--- src/rtl/modport_mem_pkg.sv ---
// Shared constants and types for the modport_mem register block.
// Offsets, reset values, CTRL mask and the register-select enum.
package modport_mem_pkg;

  localparam logic [7:0] CTRL_OFS   = 8'h00;
  localparam logic [7:0] REG1_OFS   = 8'h04;
  localparam logic [7:0] REG2_OFS   = 8'h08;
  localparam logic [7:0] REG3_OFS   = 8'h0C;
  localparam logic [7:0] STATUS_OFS = 8'h10;
  localparam logic [7:0] ID_OFS     = 8'h14;

  localparam logic [31:0] CTRL_RST  = 32'h0000_0000;
  localparam logic [31:0] REG_RST   = 32'h0000_0000;
  localparam logic [15:0] WCNT_RST  = 16'h0000;
  localparam logic        ERR_RST   = 1'b0;
  localparam logic [31:0] RDATA_RST = 32'h0000_0000;

  localparam logic [31:0] CTRL_MASK = 32'h0000_00FF;
  localparam logic [15:0] WCNT_MAX  = 16'hFFFF;
  localparam int          ERR_BIT   = 16;

  typedef enum logic [2:0] {
    SEL_CTRL,
    SEL_REG1,
    SEL_REG2,
    SEL_REG3,
    SEL_STATUS,
    SEL_ID,
    SEL_NONE
  } reg_sel_e;

  // STATUS layout: [31:17] zero, [16] sticky error, [15:0] write count.
  function automatic logic [31:0] pack_status(
    input logic [15:0] cnt,
    input logic        err
  );
    return {15'b0, err, cnt};
  endfunction

endpackage

--- src/rtl/modport_mem_decode.sv ---
// Combinational address decoder for modport_mem.
// In: addr. Out: sel, mapped, aligned, ro. ID mapped only with MODPORT_MEM_ID_REG_EN.
module modport_mem_decode
  import modport_mem_pkg::*;
#(
  parameter logic [31:0] BASE_ADDR = 32'h0000_0000
) (
  input  logic [31:0] addr,
  output reg_sel_e    sel,
  output logic        mapped,
  output logic        aligned,
  output logic        ro
);

  logic       in_win;
  logic [5:0] word;

  assign in_win  = (addr[31:8] == BASE_ADDR[31:8]);
  assign word    = addr[7:2];
  assign aligned = (addr[1:0] == 2'b00);

  always_comb begin
    sel = SEL_NONE;
    if (in_win) begin
      unique case (1'b1)
        (word == CTRL_OFS[7:2]):   sel = SEL_CTRL;
        (word == REG1_OFS[7:2]):   sel = SEL_REG1;
        (word == REG2_OFS[7:2]):   sel = SEL_REG2;
        (word == REG3_OFS[7:2]):   sel = SEL_REG3;
        (word == STATUS_OFS[7:2]): sel = SEL_STATUS;
`ifdef MODPORT_MEM_ID_REG_EN
        (word == ID_OFS[7:2]):     sel = SEL_ID;
`endif
        default:                   sel = SEL_NONE;
      endcase
    end
  end

  assign mapped = (sel != SEL_NONE);
  assign ro     = (sel == SEL_STATUS) || (sel == SEL_ID);

endmodule

--- src/rtl/modport_mem.sv ---
// Small memory-mapped register block: CTRL, REG1-3, STATUS, optional ID.
// Ports: clk, rst (sync high), addr, wr_en, valid, wdata, rdata. Macro: MODPORT_MEM_ID_REG_EN.
module modport_mem
  import modport_mem_pkg::*;
#(
  parameter logic [31:0] BASE_ADDR = 32'h0000_0000,
  parameter logic [31:0] ID_VALUE  = 32'h4D50_0001
) (
  input  logic        clk,
  input  logic        rst,
  input  logic [31:0] addr,
  input  logic        wr_en,
  input  logic        valid,
  input  logic [31:0] wdata,
  output logic [31:0] rdata
);

  reg_sel_e    sel;
  logic        mapped;
  logic        aligned;
  logic        ro;

  logic [31:0] ctrl_q;
  logic [31:0] reg1_q;
  logic [31:0] reg2_q;
  logic [31:0] reg3_q;
  logic [15:0] wcnt_q;
  logic        err_q;

  logic        good;
  logic        rd_acc;
  logic        rw_wr;
  logic        w1c;
  logic        err_set;
  logic        err_d;
  logic [31:0] rd_val;

  modport_mem_decode #(
    .BASE_ADDR (BASE_ADDR)
  ) u_decode (
    .addr    (addr),
    .sel     (sel),
    .mapped  (mapped),
    .aligned (aligned),
    .ro      (ro)
  );

  always_comb begin
    good   = mapped && aligned;
    rd_acc = valid && !wr_en;
    rw_wr  = valid && wr_en && good && !ro;
    w1c    = valid && wr_en && good &&
             (sel == SEL_STATUS) && wdata[ERR_BIT];
    // STATUS itself is RO but writable for W1C, so it is not an error.
    err_set = valid && (!good ||
              (wr_en && ro && (sel != SEL_STATUS)));
    err_d = err_q;
    if (w1c)
      err_d = 1'b0;
    if (err_set)
      err_d = 1'b1;
  end

  always_comb begin
    rd_val = '0;
    if (good) begin
      unique case (sel)
        SEL_CTRL:   rd_val = ctrl_q;
        SEL_REG1:   rd_val = reg1_q;
        SEL_REG2:   rd_val = reg2_q;
        SEL_REG3:   rd_val = reg3_q;
        SEL_STATUS: rd_val = pack_status(wcnt_q, err_q);
`ifdef MODPORT_MEM_ID_REG_EN
        SEL_ID:     rd_val = ID_VALUE;
`endif
        default:    rd_val = '0;
      endcase
    end
  end

  always_ff @(posedge clk) begin
    if (rst) begin
      ctrl_q <= CTRL_RST;
      reg1_q <= REG_RST;
      reg2_q <= REG_RST;
      reg3_q <= REG_RST;
      wcnt_q <= WCNT_RST;
      err_q  <= ERR_RST;
    end else begin
      if (rw_wr) begin
        unique case (sel)
          SEL_CTRL: ctrl_q <= wdata & CTRL_MASK;
          SEL_REG1: reg1_q <= wdata;
          SEL_REG2: reg2_q <= wdata;
          SEL_REG3: reg3_q <= wdata;
          default:  ;
        endcase
      end
      if (rw_wr && (wcnt_q != WCNT_MAX))
        wcnt_q <= wcnt_q + 16'd1;
      err_q <= err_d;
    end
  end

  // Unmapped/unaligned reads return zero via rd_val's default.
  always_ff @(posedge clk) begin
    if (rst)
      rdata <= RDATA_RST;
    else if (rd_acc)
      rdata <= rd_val;
  end

endmodule

--- config.mk ---
export PLATFORM = sky130hd
export DESIGN_NAME = modport_mem
export DESIGN_NICKNAME = d
export VERILOG_FILES = /design/src/rtl/modport_mem_pkg.sv /design/src/rtl/modport_mem_decode.sv /design/src/rtl/modport_mem.sv
export SDC_FILE = /design/constraint.sdc
export NUM_CORES = 1
export LEC_CHECK = 0
export ABC_AREA = 1
export BUFFER_PORTS_ARGS = -buffer_cell sky130_fd_sc_hd__buf_2
export CORE_MARGIN = 5
export CORE_UTILIZATION = 38
export DETAILED_ROUTE_END_ITERATION = 8
export PLACE_DENSITY = 0.63
export SYNTH_ARGS = -nofsm -noshare
export SYNTH_HDL_FRONTEND = slang
export SYNTH_SLANG_ARGS = --single-unit
--- constraint.sdc ---
create_clock -name clk -period 1.95 [get_ports clk]
set_input_delay 0.39 -clock clk [delete_from_list [all_inputs] [get_ports clk]]
set_output_delay 0.39 -clock clk [all_outputs]
set_load 0.005 [all_outputs]
# Word-level counts from Yosys, hierarchy flattened
# Cells that the tools add are included.
word_totals:
  ff_bits: 153
  in_bits: 68
  out_inout_bits: 32
  word_cells: 51
classes:
  add_sub_neg: 1
  n_eq_ne: 12
  mux: 6
  n_reduce_logical: 25
ops:
  columns: ["op", "count"]
  rows:
  - ["$pmux 32 s5", 1]
  - ["$mux 32", 1]
  - ["$logic_not 24->1", 1]
  - ["$add 16x1->16 const B", 1]
  - ["$ne 16x16->1 const B", 1]
  - ["$pmux 3 s5", 1]
  - ["$eq 6x2->1 const B", 2]
  - ["$logic_and 1x1->1", 11]
  - ["$reduce_and 2->1", 4]
  - ["$eq 3x2->1 const B", 2]
  - ["$eq 3x3->1 const B", 2]
  - ["$eq 6x1->1 const B", 1]
  - ["$eq 6x3->1 const B", 1]
  - ["$logic_not 6->1", 1]
  - ["$ne 3x3->1 const B", 2]
  - ["$eq 3x1->1 const B", 1]
  - ["$logic_not 1->1", 3]
  - ["$logic_not 3->1", 1]
  - ["$mux 3", 1]
  - ["$logic_not 2->1", 1]
  - ["$logic_or 1x1->1", 2]
  - ["$mux 1", 2]
  - ["$reduce_bool 2->1", 1]

# Logic depth before layout (Yosys ltp)
# Gate-level depths: netlist of the first run.
depth:
  depth_word: 10
  depth_mapped: 14
  ltp_nobuf: 13

# Hierarchy
# A second synthesis of the first run with hierarchy kept.
hier_totals:
  cells_unflattened: 997
  hier_area_um2: 6935.4
modules_own_cells:
  columns: ["mod", "n_inst", "cells_each", "area_each_um2", "seq_area_each_um2"]
  rows:
  - ["modport_mem", 1, 957, 6739.0, 3062.9]
  - ["modport_mem_decode", 1, 40, 196.4, 0.0]

# Least setup slack after synthesis of the first run
# Ideal clock, no wire load.
synth_timing:
  path_type: "input -> register"
  startpoint: "input port addr[2]"
  endpoint: "register reg2_q[19]"
  setup_ns: 0.116
  t_arrival_ns: 1.887
  required_ns: 1.834
  setup_slack_ns: -0.053
  cell_stages: 12
  path_buffers: 2
  path_cell_list: "buf_2 > nand2_1 > nand2_1 > nor2_4 > nand4_4 > nand2_1 > nand2_2 > nor2_8 > nand3_1 > clkbuf_1 > o21ai_0 > nor2_1"
synth_via:
  elab_chain_cells: 8
  elab_cells_between_ends: 17
  cone_classes: "eq/ne (8); mux (2); reduce/logical (7)"
synth_rtl:
  columns: ["element", "line", "source"]
  rows:
  - ["from (decl)", "modport_mem.sv:11", "input logic [31:0] addr,"]
  - ["$eq 6x3->1 (tied with other cells)", "modport_mem_decode.sv:30", "(word == STATUS_OFS[7:2]): sel = SEL_STATUS;"]
  - ["$pmux 3 s5 (*)", "modport_mem_decode.sv:25", "unique case (1'b1)"]
  - ["$mux 3 (*)", "modport_mem_decode.sv:24", "if (in_win) begin"]
  - ["$ne 3x3->1 or $eq 3x3->1 (tied branches)", "modport_mem_decode.sv:39, modport_mem_decode.sv:40", null]
  - ["$logic_and 1x1->1 or $logic_or 1x1->1 (tied branches)", "modport_mem.sv:49, modport_mem_decode.sv:40", null]
  - ["$logic_and 1x1->1 or $logic_not 1->1 (tied branches)", "modport_mem.sv:51", "rw_wr = valid && wr_en && good && !ro;"]
  - ["$logic_and 1x1->1", "modport_mem.sv:51", null]
  - ["$reduce_and 2->1 (no line) (*)", null, null]
  - ["to (signal assigned)", "modport_mem.sv:94", "SEL_REG2: reg2_q <= wdata;"]
  - ["to (decl)", "modport_mem.sv:25", "logic [31:0] reg2_q;"]
# Every way passes the cells marked *; elsewhere a longest branch is shown, timed or not.
# A chain may end at the register's enable or synchronous reset.

# Final worst setup path of the first run
layout_timing:
  startpoint: "input port addr[5]"
  endpoint: "register reg3_q[11]"
layout_via:
  elab_chain_cells: 8
  elab_cells_between_ends: 17
  cone_classes: "eq/ne (8); mux (2); reduce/logical (7)"
layout_rtl:
  columns: ["element", "line", "source"]
  rows:
  - ["$eq 6x3->1 (tied with other cells)", "modport_mem_decode.sv:30", null]
  - ["$pmux 3 s5 (*)", "modport_mem_decode.sv:25", null]
  - ["$mux 3 (*)", "modport_mem_decode.sv:24", null]
  - ["$ne 3x3->1 or $eq 3x3->1 (tied branches)", "modport_mem_decode.sv:39, modport_mem_decode.sv:40", null]
  - ["$logic_and 1x1->1 or $logic_or 1x1->1 (tied branches)", "modport_mem.sv:49, modport_mem_decode.sv:40", null]
  - ["$logic_and 1x1->1 or $logic_not 1->1 (tied branches)", "modport_mem.sv:51", null]
  - ["$logic_and 1x1->1", "modport_mem.sv:51", null]
  - ["$reduce_and 2->1 (no line) (*)", null, null]
  - ["to (signal assigned)", "modport_mem.sv:95", "SEL_REG3: reg3_q <= wdata;"]
  - ["to (decl)", "modport_mem.sv:26", "logic [31:0] reg3_q;"]
# Marks and branches as above.

==> summary.txt, run 1 <==
Run status
  • Outcome: finished, final reports clean

Layout
  • Commonest non-fill, non-tap cell in the layout: nor2_1
  • Design area: 9500 µm²
  • Multi-input gate area: 3690 µm²
  • Most frequent cells in the layout: 263 x nor2_1, 243 x nand2_1, 152 x dfxtp_1
  • Fillers: 2010
  • Post-route insts no fill: 1546
  • Final nets: 1337
  • Antenna Cells: 0
  • Register area: 3060 µm²
  • Area growth syn-to-layout: 28.7%
  • Share of layout cells above drive strength 1: 0.196

Power
  • Leakage: 4.12 nW
  • Peak supply drop: 0.638 mV
  • Total power: 0.00682 W
  • Pwr Density: 719 nW/µm²

Critical path
  • CP max FO: 20
  • CP required: 2270 ps
  • CP peak stage delay: 190 ps
  • CP endpoint kind: register
  • Worst EP arrival: 2090 ps
  • Crit path kind: primary input to register
  • Crit path cell chain: buf_2, nor2_1, nand2_1, nor2_4, buf_4, inv_2, nor2_2, nand2_1, buf_4, nand2_1, nor2_4, buf_12, nor2_1, nor2_1
  • Slowest cell on crit path: buf_4
  • Startpoint types: primary input

Yosys
  • Post-synthesis cell count: 1123
  • Cell variety after synth: 27
  • Mapped Nets: 1192
  • Post-synthesis sequential area ratio: 0.415
  • YS warnings: 0
  • Syn Area/Cell: 6.57 µm²
  • Register bit total from synthesis: 153
  • Synth Cell Area: 7380 µm²

Placed design
  • DP Worst Slack: -276 ps
  • Post-Place Cell Area: 8860 µm²
  • DP HPWL: 15900 µm
  • Gpl congestion: 0.898
  • Port Buffers: 99
  • # placed instances: 1514

Die
  • Die X-Extent: 149 µm
  • Top Ports: 100
  • Die Area: 22300 µm²
  • Die height: 149 µm
  • Starting Density: 0.383
  • Core area: 19300 µm²
  • FP Rows: 51

Clock network
  • CTS Buf Count: 17
  • Post-CTS Resized: 0
  • # clock sinks: 153
  • Hold buffer count at cts: 0
  • Skew-Pair Late Insertion Delay: 430 ps
  • Reg clk slew, reported paths: 70 ps
  • H-tree depth: 4
  • CTS tree: yes
  • Clk root buf: clkbuf_16
  • Longest Clk Path Bufs: 2
  • Post CTS Setup Buffer Count: 0

Route
  • Uppermost layer routed: met4
  • Vias per Instance: 4.97
  • M1 WL: 10900 µm
  • Iteration count of the initial detailed-routing pass: 5
  • Drt drc: 0
  • Antenna-violating nets left: 0
  • Metal2 WL: 10700 µm
  • Initial DRC Count: 540
  • DR WL met3: 1050 µm
  • Final wirelength: 23100 µm
  • DR WL/cell: 15.0 µm
  • Vias after detailed routing: 7682

STA
  • Pins Over Slew Limit: 0
  • Fin. Hold Viols: 0
  • Final Cycle Share: 0.904
  • Relative slew slack: 0.598
  • Skew final: 6.93 ps
  • Max Clock Freq: 0.567 GHz
  • Final Setup Violations: 0
  • Unrepaired setup endpoints after global routing: yes
  • Tmin final: 1760 ps
  • PnR worst setup slack: 186 ps
  • Worst Max-Slew Pin Slew: 603 ps

Global routing
  • Global-route wire length before repair: 37400 µm
  • Largest net degree at the start of global routing: 54
  • GRT Total Usage: 0.211
  • Initial antenna violation count: 0
  • Vias in the first global route: 7063
  • Remaining global-route overflow: 0

Run
  • Maximum capacitance violations: 0

Worst hold path
  • Hold Path Class: primary input to register
synth_stat cells (all sizes together):
master | number | area [µm²]
a21oi | 48 | 240
and2 | 2 | 12.5
buf | 29 | 160
clkbuf | 41 | 154
clkinv | 1 | 3.75
dfxtp | 153 | 3060
ha | 1 | 12.5
inv | 92 | 345
nand2 | 244 | 918
nand3 | 44 | 230
nand4 | 98 | 628
nor2 | 274 | 1080
nor3 | 8 | 40.0
nor4 | 3 | 18.8
o21ai | 72 | 360
xnor2 | 1 | 8.76
xor2 | 12 | 105
metrics by stage:
step	hold slack (ps)	setup TNS, ps	util
after floorplan	439	-988	-
after global placement	447	-27860	0.460
after detailed placement	453	-33420	0.460
after CTS	216	0	0.491
after global routing	243	-8.56	0.493
final	227	0	0.493
registers in the layout, summed over array words and instances, names as in the netlist:
signal	flops
ctrl_q	8
wcnt_q	16
rdata	32
reg3_q	32
reg1_q	32
err_q	1
reg2_q	32
routing by layer:
| layer | vias to the layer above | GRT usage |
|---|---|---|
| met5 | - | 0 |
| met4 | 0 | 0.0796 |
| met3 | 27 | 0.0277 |
| met2 | 194 | 0.334 |
| met1 | 3550 | 0.293 |
| li1 | 3911 | - |
area by class of cell:
class / count / share of cell area
Sequential cell: 153 / 0.323
Clock buffer: 19 / 0.0477
Clock inverter: 13 / 0.0155
Tap cell: 265 / 0.0349
Multi-Input combinational cell: 807 / 0.388
Timing Repair Buffer: 196 / 0.154
Inverter: 93 / 0.0370
where the power goes:
group | total [W] | switching (W) | internal, W
clock | 0.00338 | 0.00148 | 0.00190
sequential | 0.00313 | 0.000000673 | 0.00312
combinational | 0.000319 | 0.000202 | 0.000117
total | 0.00682 | 0.00169 | 0.00514
critical path, delay by kind of cell:
kind	cells	cell delay, ps
buffers and inverters	5	730
AND/OR/NAND/NOR	9	950
path summary, 6_finish.rpt:
kind | startpoint | endpoint | slack (ps) | depth (start not counted)
max | addr[5] | reg3_q[11]$_SDFFE_PP0P_ | 190 | 14
min | wdata[28] | reg1_q[28]$_SDFFE_PP0P_ | 230 | 3
max reg2reg | wcnt_q[1]$_SDFFE_PP0P_ | wcnt_q[5]$_SDFFE_PP0P_ | 250 | 9
min reg2reg | rdata[9]$_SDFFE_PP0P_ | rdata[9]$_SDFFE_PP0P_ | 460 | 2
cell families (layout without fill, tap and decap cells):
logic type,count (synthesis),in the layout,synth area share
buffers and inverters,163,321,0.0899
XOR/XNOR,13,13,0.0154
adder cells (fa/ha/maj),1,1,0.00170
AND/OR/NAND/NOR,673,673,0.396
flip-flops,153,153,0.415
AO/OA/AOI/OAI,120,120,0.0814
Note: power is estimated with default switching activity, not from simulation.
==> run 2: changes to the inputs <==
--- a/config.mk
+++ b/config.mk
@@ -5,10 +5,11 @@
 export SDC_FILE = /design/constraint.sdc
 export NUM_CORES = 1
 export LEC_CHECK = 0
-export ABC_AREA = 1
+export ABC_AREA = 0
 export BUFFER_PORTS_ARGS = -buffer_cell sky130_fd_sc_hd__buf_2
 export CORE_MARGIN = 5
 export CORE_UTILIZATION = 38
+export CTS_CLUSTER_DIAMETER = 200
 export DETAILED_ROUTE_END_ITERATION = 8
 export PLACE_DENSITY = 0.63
 export SYNTH_ARGS = -nofsm -noshare
==> run 2 against run 1 <==
Wire length down 25%; sequential cell count did not move; register-to-register slack got worse by 180 ps; clock skew up 1.7 ps; via count decreased by 29%; power increased by 1.3%; hold slack improved by 5.0 ps; first-iteration DRC count decreased by 18%; maximum frequency decreased by 6.9%; combinational power shrank 16%; synthesized cell count down 38%; critical endpoint is now wcnt_q[7]$_SDFFE_PP0P_.
==> summary.txt, run 2 <==
Run status
  • Outcome: finished, final reports clean

Route
  • Drt drc: 0
  • Final wirelength: 17400 µm
  • Antenna-violating nets left: 0
  • Vias after detailed routing: 5469
  • Initial DRC Count: 441
  • Iteration count of the initial detailed-routing pass: 5
  • Vias per Instance: 5.15
  • DR WL/cell: 16.4 µm

Layout
  • Fillers: 1494
  • Final Util: 0.509
  • Area growth syn-to-layout: 30.8%
  • Most frequent cells in the layout: 150 x dfxtp_1, 104 x nand2_1, 98 x buf_2
  • Antenna Cells: 0
  • Final nets: 897
  • Commonest non-fill, non-tap cell in the layout: dfxtp_1
  • Post-route insts no fill: 1061
  • Share of layout cells above drive strength 1: 0.290

Power
  • Pwr Density: 814 nW/µm²
  • Leakage: 3.35 nW
  • Peak supply drop: 0.623 mV

Die
  • FP Rows: 47
  • Die height: 141 µm
  • Top Ports: 100
  • Starting Density: 0.389
  • Die X-Extent: 141 µm
  • Core area: 16700 µm²
  • Die Area: 19800 µm²

Critical path
  • Cell repeated most along the worst path: buf_4
  • CP endpoint kind: register
  • CP peak stage delay: 430 ps
  • Top cell family by delay on the critical path: simple AND/OR/NAND/NOR gates
  • CP required: 2300 ps
  • Crit path kind: primary input to register
  • CP max FO: 9
  • Slowest cell on crit path: or3_4
  • Worst EP arrival: 2240 ps
  • Startpoint types: primary input
  • Crit path cell chain: buf_2, nor4_4, nand4_1, buf_4, or3_4, buf_4, or4_1, a21oi_1
  • Worst Path Buf+Inv: 3

Clock network
  • H-tree depth: 4
  • # clock sinks: 153
  • CTS tree: yes
  • CTS Buf Count: 17
  • Hold buffer count at cts: 0
  • Skew-Pair Late Insertion Delay: 420 ps
  • Reg clk slew, reported paths: 60 ps
  • Clk root buf: clkbuf_16
  • Longest Clk Path Bufs: 2

Worst hold path
  • Hold Path Class: primary input to register

Yosys
  • Ys flop type: dfxtp_1
  • Count leader, synth: dfxtp_1
  • Largest family of logic cells by synthesized area: multiplexers
  • Post-synth top area cell: dfxtp_1
  • Syn Area/Cell: 9.31 µm²
  • Synth Cell Area: 6490 µm²
  • Area share of the largest cell type after synthesis: 0.472
  • YS warnings: 0
  • Post-synthesis sequential area ratio: 0.472
  • Asr flop ratio synth: 0
  • Synth cell count leaders: 153 x dfxtp_1, 104 x nand2_1, 90 x nor2_1
  • Dominant cells by area after synthesis: dfxtp_1 47%, mux2i_1 13%, nand2_1 6.0%
  • Mapped Nets: 767
  • Post-synth EDFFs: 0
  • Post-synthesis cell count: 698
  • Area share of fa/ha/maj cells after synthesis: 0.00193
  • Post-synthesis mux area share: 0.189
  • Simple-Gate Fraction of Synth Area: 0.187
  • Post-synthesis xor/xnor area fraction: 0.00539
  • Register bit total from synthesis: 153
  • Cell variety after synth: 42
  • Complex-gate fraction of the synthesized area: 0.113

STA
  • Worst Max-Slew Pin Slew: 431 ps
  • Fin. Hold Viols: 0
  • PnR worst setup slack: 56.7 ps
  • Tmin final: 1890 ps
  • Pins Over Slew Limit: 0
  • Max Clock Freq: 0.528 GHz
  • Skew final: 8.63 ps
  • Relative slew slack: 0.713
  • Hold slack: 232 ps
  • Final Cycle Share: 0.971
  • Total negative slack: 0 ps
  • Final Setup Violations: 0

Global routing
  • Remaining global-route overflow: 0
  • Initial antenna violation count: 2
  • Largest net degree at the start of global routing: 95
  • GRT Total Usage: 0.176
  • Vias in the first global route: 5353
  • Global-route wire length before repair: 27900 µm

Placed design
  • DP Worst Slack: -377 ps
  • DP HPWL: 11400 µm
  • Port Buffers: 99
  • # placed instances: 1026
  • Gpl congestion: 0.868

Run
  • Maximum capacitance violations: 0
## run 2: cell count changes after synthesis, sizes merged, moves of 36 or more
cell	before	now
inv	92	2
mux2i	0	82
nand2	244	105
nand3	44	8
nand4	98	10
nor2	274	90
o21ai	72	36
## run 2: metrics by stage
step	area (µm²)	power [W]
detailed placement	7780	0.00347
global placement	7780	0.00347
global route	8490	0.00713
CTS	8420	0.00699
floorplan	6630	0.00330
finish	8490	0.00692
## run 2: repair_timing
| item | 4_1_cts | 5_1_grt |
|---|---|---|
| gates cloned | 0 | 1 |
| pin swaps | 1 | 3 |
| gates resized for setup | 0 | 9 |
| endpoints found under the setup margin | 2 | 22 |
| buffers inserted | 1 | 1 |
## run 2: worst paths after layout
path | from | end | slack (ps) | cells after the start
worst max-delay path | addr[9] | wcnt_q[7]$_SDFFE_PP0P_ | 60 | 8
worst min-delay path | wdata[22] | reg1_q[22]$_SDFFE_PP0P_ | 230 | 3
worst min register to register | rdata[20]$_SDFFE_PP0P_ | rdata[20]$_SDFFE_PP0P_ | 440 | 2
worst max register to register | wcnt_q[3]$_SDFFE_PP0P_ | wcnt_q[9]$_SDFFE_PP0P_ | 70 | 6
## run 2: layout make-up
class | count | area (µm²) | area share
clock buffers | 25 | 495 | 0.0583
clock inverters | 7 | 138 | 0.0162
inverters | 2 | 7.51 | 0.000884
multi-input cells | 494 | 3370 | 0.397
flip-flops and latches | 153 | 3070 | 0.361
well taps | 220 | 275 | 0.0324
repair buffers | 160 | 1140 | 0.134
## run 2: routing by layer
layer | vias to the layer above | wire, µm | part of all wire | track usage
met5 | - | 21 | 0.0012 | 0
met1 | 2576 | 8090 | 0.47 | 0.236
met4 | 4 | 246 | 0.014 | 0.0535
li1 | 2728 | - | - | -
met3 | 26 | 1010 | 0.058 | 0.0508
met2 | 135 | 8020 | 0.46 | 0.275
## run 2: worst min-delay path: stages
cell,delay (ps)
buf_2,110
nand2_1,50
a21oi_1,50
## run 2: cells by family after synthesis
family | after synthesis
simple gates | 258
mux | 110
compound gates | 121
flops | 153
buf+inv | 51
xor+xnor | 4
fa+ha+maj | 1
## run 2: where the power goes
| group | switching (W) | total (W) | internal, W | leakage, nW |
|---|---|---|---|---|
| sequential | 0.00000121 | 0.00313 | 0.00313 | 1.23 |
| combinational | 0.000165 | 0.000268 | 0.000104 | 1.81 |
| clock | 0.00124 | 0.00352 | 0.00228 | 0.307 |
| total | 0.00141 | 0.00692 | 0.00551 | 3.35 |
==> run 3: changes to the inputs <==
--- a/config.mk
+++ b/config.mk
@@ -9,6 +9,7 @@
 export BUFFER_PORTS_ARGS = -buffer_cell sky130_fd_sc_hd__buf_2
 export CORE_MARGIN = 5
 export CORE_UTILIZATION = 38
+export CTS_BUF_LIST = sky130_fd_sc_hd__clkbuf_4
 export CTS_CLUSTER_DIAMETER = 200
 export DETAILED_ROUTE_END_ITERATION = 8
 export PLACE_DENSITY = 0.63
==> run 3 against run 2 <==
Maximum frequency increased by 1.7%; largest cell class unchanged; sequential cell count unchanged; count of clock-buffer cells in the layout fell by 4.
==> summary.txt, run 3 (synthesis gave the netlist of run 2 again) <==
Run status
  • Outcome: finished, final reports clean

Power
  • Psw: 0.00124 W
  • Sw Share: 0.225
  • Share of total power in the clock network: 0.385
  • Peak supply drop: 0.337 mV
  • P_int: 0.00428 W
  • Leakage: 3.19 nW
  • Pwr Density: 680 nW/µm²
  • Sequential share of power: 0.566
  • Comb power frac: 0.049

Clock network
  • Clk root buf: clkbuf_4
  • Skew-Pair Late Insertion Delay: 550 ps
  • # clock sinks: 153
  • Reg clk slew, reported paths: 130 ps
  • CTS tree: yes
  • H-tree depth: 4
  • CTS Buf Count: 17
  • Longest Clk Path Bufs: 2

Global routing
  • GRT Total Usage: 0.173
  • Vias in the first global route: 5241
  • Remaining global-route overflow: 0
  • Largest net degree at the start of global routing: 95
  • Initial antenna violation count: 3
  • Global-route wire length before repair: 27500 µm

Route
  • Vias after detailed routing: 5412
  • Antenna-violating nets left: 0
  • Iteration count of the initial detailed-routing pass: 5
  • DR WL/cell: 16.1 µm
  • Final wirelength: 17100 µm
  • Drt drc: 0
  • Initial DRC Count: 474
  • Vias per Instance: 5.11

STA
  • Fin. Hold Viols: 0
  • Final Cycle Share: 0.955
  • Pins Over Slew Limit: 0
  • Unrepaired setup endpoints after global routing: no
  • Max Clock Freq: 0.537 GHz
  • Worst Max-Slew Pin Slew: 453 ps
  • Relative slew slack: 0.698
  • PnR worst setup slack: 88.5 ps
  • Final Setup Violations: 0
  • Tmin final: 1860 ps
  • Skew final: 12.4 ps

Critical path
  • Worst EP arrival: 2320 ps
  • CP required: 2410 ps
  • Startpoint types: register
  • Crit path kind: register to register
  • CP endpoint kind: register
  • CP max FO: 2

Layout
  • Area growth syn-to-layout: 25.0%
  • Register area: 3070 µm²
  • Final Util: 0.486
  • Design area: 8120 µm²
  • Commonest non-fill, non-tap cell in the layout: dfxtp_1
  • Post-route insts no fill: 1059
  • Final nets: 894
  • Fillers: 1562
  • Share of layout cells above drive strength 1: 0.288
  • Multi-input gate area: 3360 µm²
  • Most frequent cells in the layout: 151 x dfxtp_1, 104 x nand2_1, 98 x buf_2

Die
  • Die Area: 19800 µm²
  • Die X-Extent: 141 µm
  • FP Rows: 47
  • Top Ports: 100
  • Starting Density: 0.389
  • Core area: 16700 µm²
  • Die height: 141 µm

Placed design
  • Gpl congestion: 0.868
  • # placed instances: 1026
  • DP Worst Slack: -377 ps
  • Port Buffers: 99
  • DP HPWL: 11400 µm
  • Post-Place Cell Area: 7780 µm²

Run
  • Maximum capacitance violations: 0

Worst hold path
  • Hold Path Class: primary input to register
==> run 3: what timing repair did <==
action,CTS,global route
hold buffers,0,0
resized for setup,0,8
setup buffers,0,1
setup endpoints to repair,0,13
==> run 3: path summary, 6_finish.rpt <==
| check | startpoint | depth (start not counted) | slack (ps) | to |
|---|---|---|---|---|
| setup / recovery | wcnt_q[7]$_SDFFE_PP0P_ | 6 | 90 | wcnt_q[15]$_SDFFE_PP0P_ |
| hold / removal | wdata[24] | 3 | 90 | reg1_q[24]$_SDFFE_PP0P_ |
| setup reg to reg | wcnt_q[7]$_SDFFE_PP0P_ | 6 | 90 | wcnt_q[15]$_SDFFE_PP0P_ |
| hold reg to reg | rdata[20]$_SDFFE_PP0P_ | 2 | 450 | rdata[20]$_SDFFE_PP0P_ |
==> run 3: final cells by class <==
| cell class | instances | area share |
|---|---|---|
| Inverter | 2 | 0.000925 |
| Timing Repair Buffer | 157 | 0.135 |
| Clock inverter | 11 | 0.0188 |
| Multi-Input combinational cell | 494 | 0.414 |
| Sequential cell | 153 | 0.378 |
| Antenna cell | 1 | 0.000308 |
| Clock buffer | 21 | 0.0194 |
| Tap cell | 220 | 0.0339 |
==> run 3: metrics by stage <==
step	TNS, ps	hold WS [ps]	total power, W
finish	0	89.5	0.00552
global route	0	47.5	0.00573
detailed placement	-38190	437	0.00347
global placement	-36020	429	0.00347
floorplan	-14270	429	0.00330
CTS	0	38.9	0.00558
==> run 3: power by group through the flow <==
stage	Clock, W	Combinational, W	Sequential, W
floorplan	0	0.000104	0.00320
global placement	0	0.000268	0.00320
detailed placement	0	0.000270	0.00320
CTS	0.00218	0.000271	0.00313
global route	0.00232	0.000290	0.00313
finish	0.00213	0.000268	0.00313
==> run 3: layer usage <==
metal / GRT usage / part of all wire / vias to the layer above
met5: 0 / 0.0012 / -
met4: 0.0586 / 0.016 / 4
met3: 0.0433 / 0.054 / 22
met2: 0.270 / 0.46 / 129
met1: 0.235 / 0.47 / 2532
li1: - / - / 2725
==> run 3: worst max-delay path: stages, from the launching register on <==
cell	delay, ps
dfxtp_1	360
nand4_1	150
or4_4	550
nor4_2	220
buf_4	150
nand3_1	70
mux2_2	270
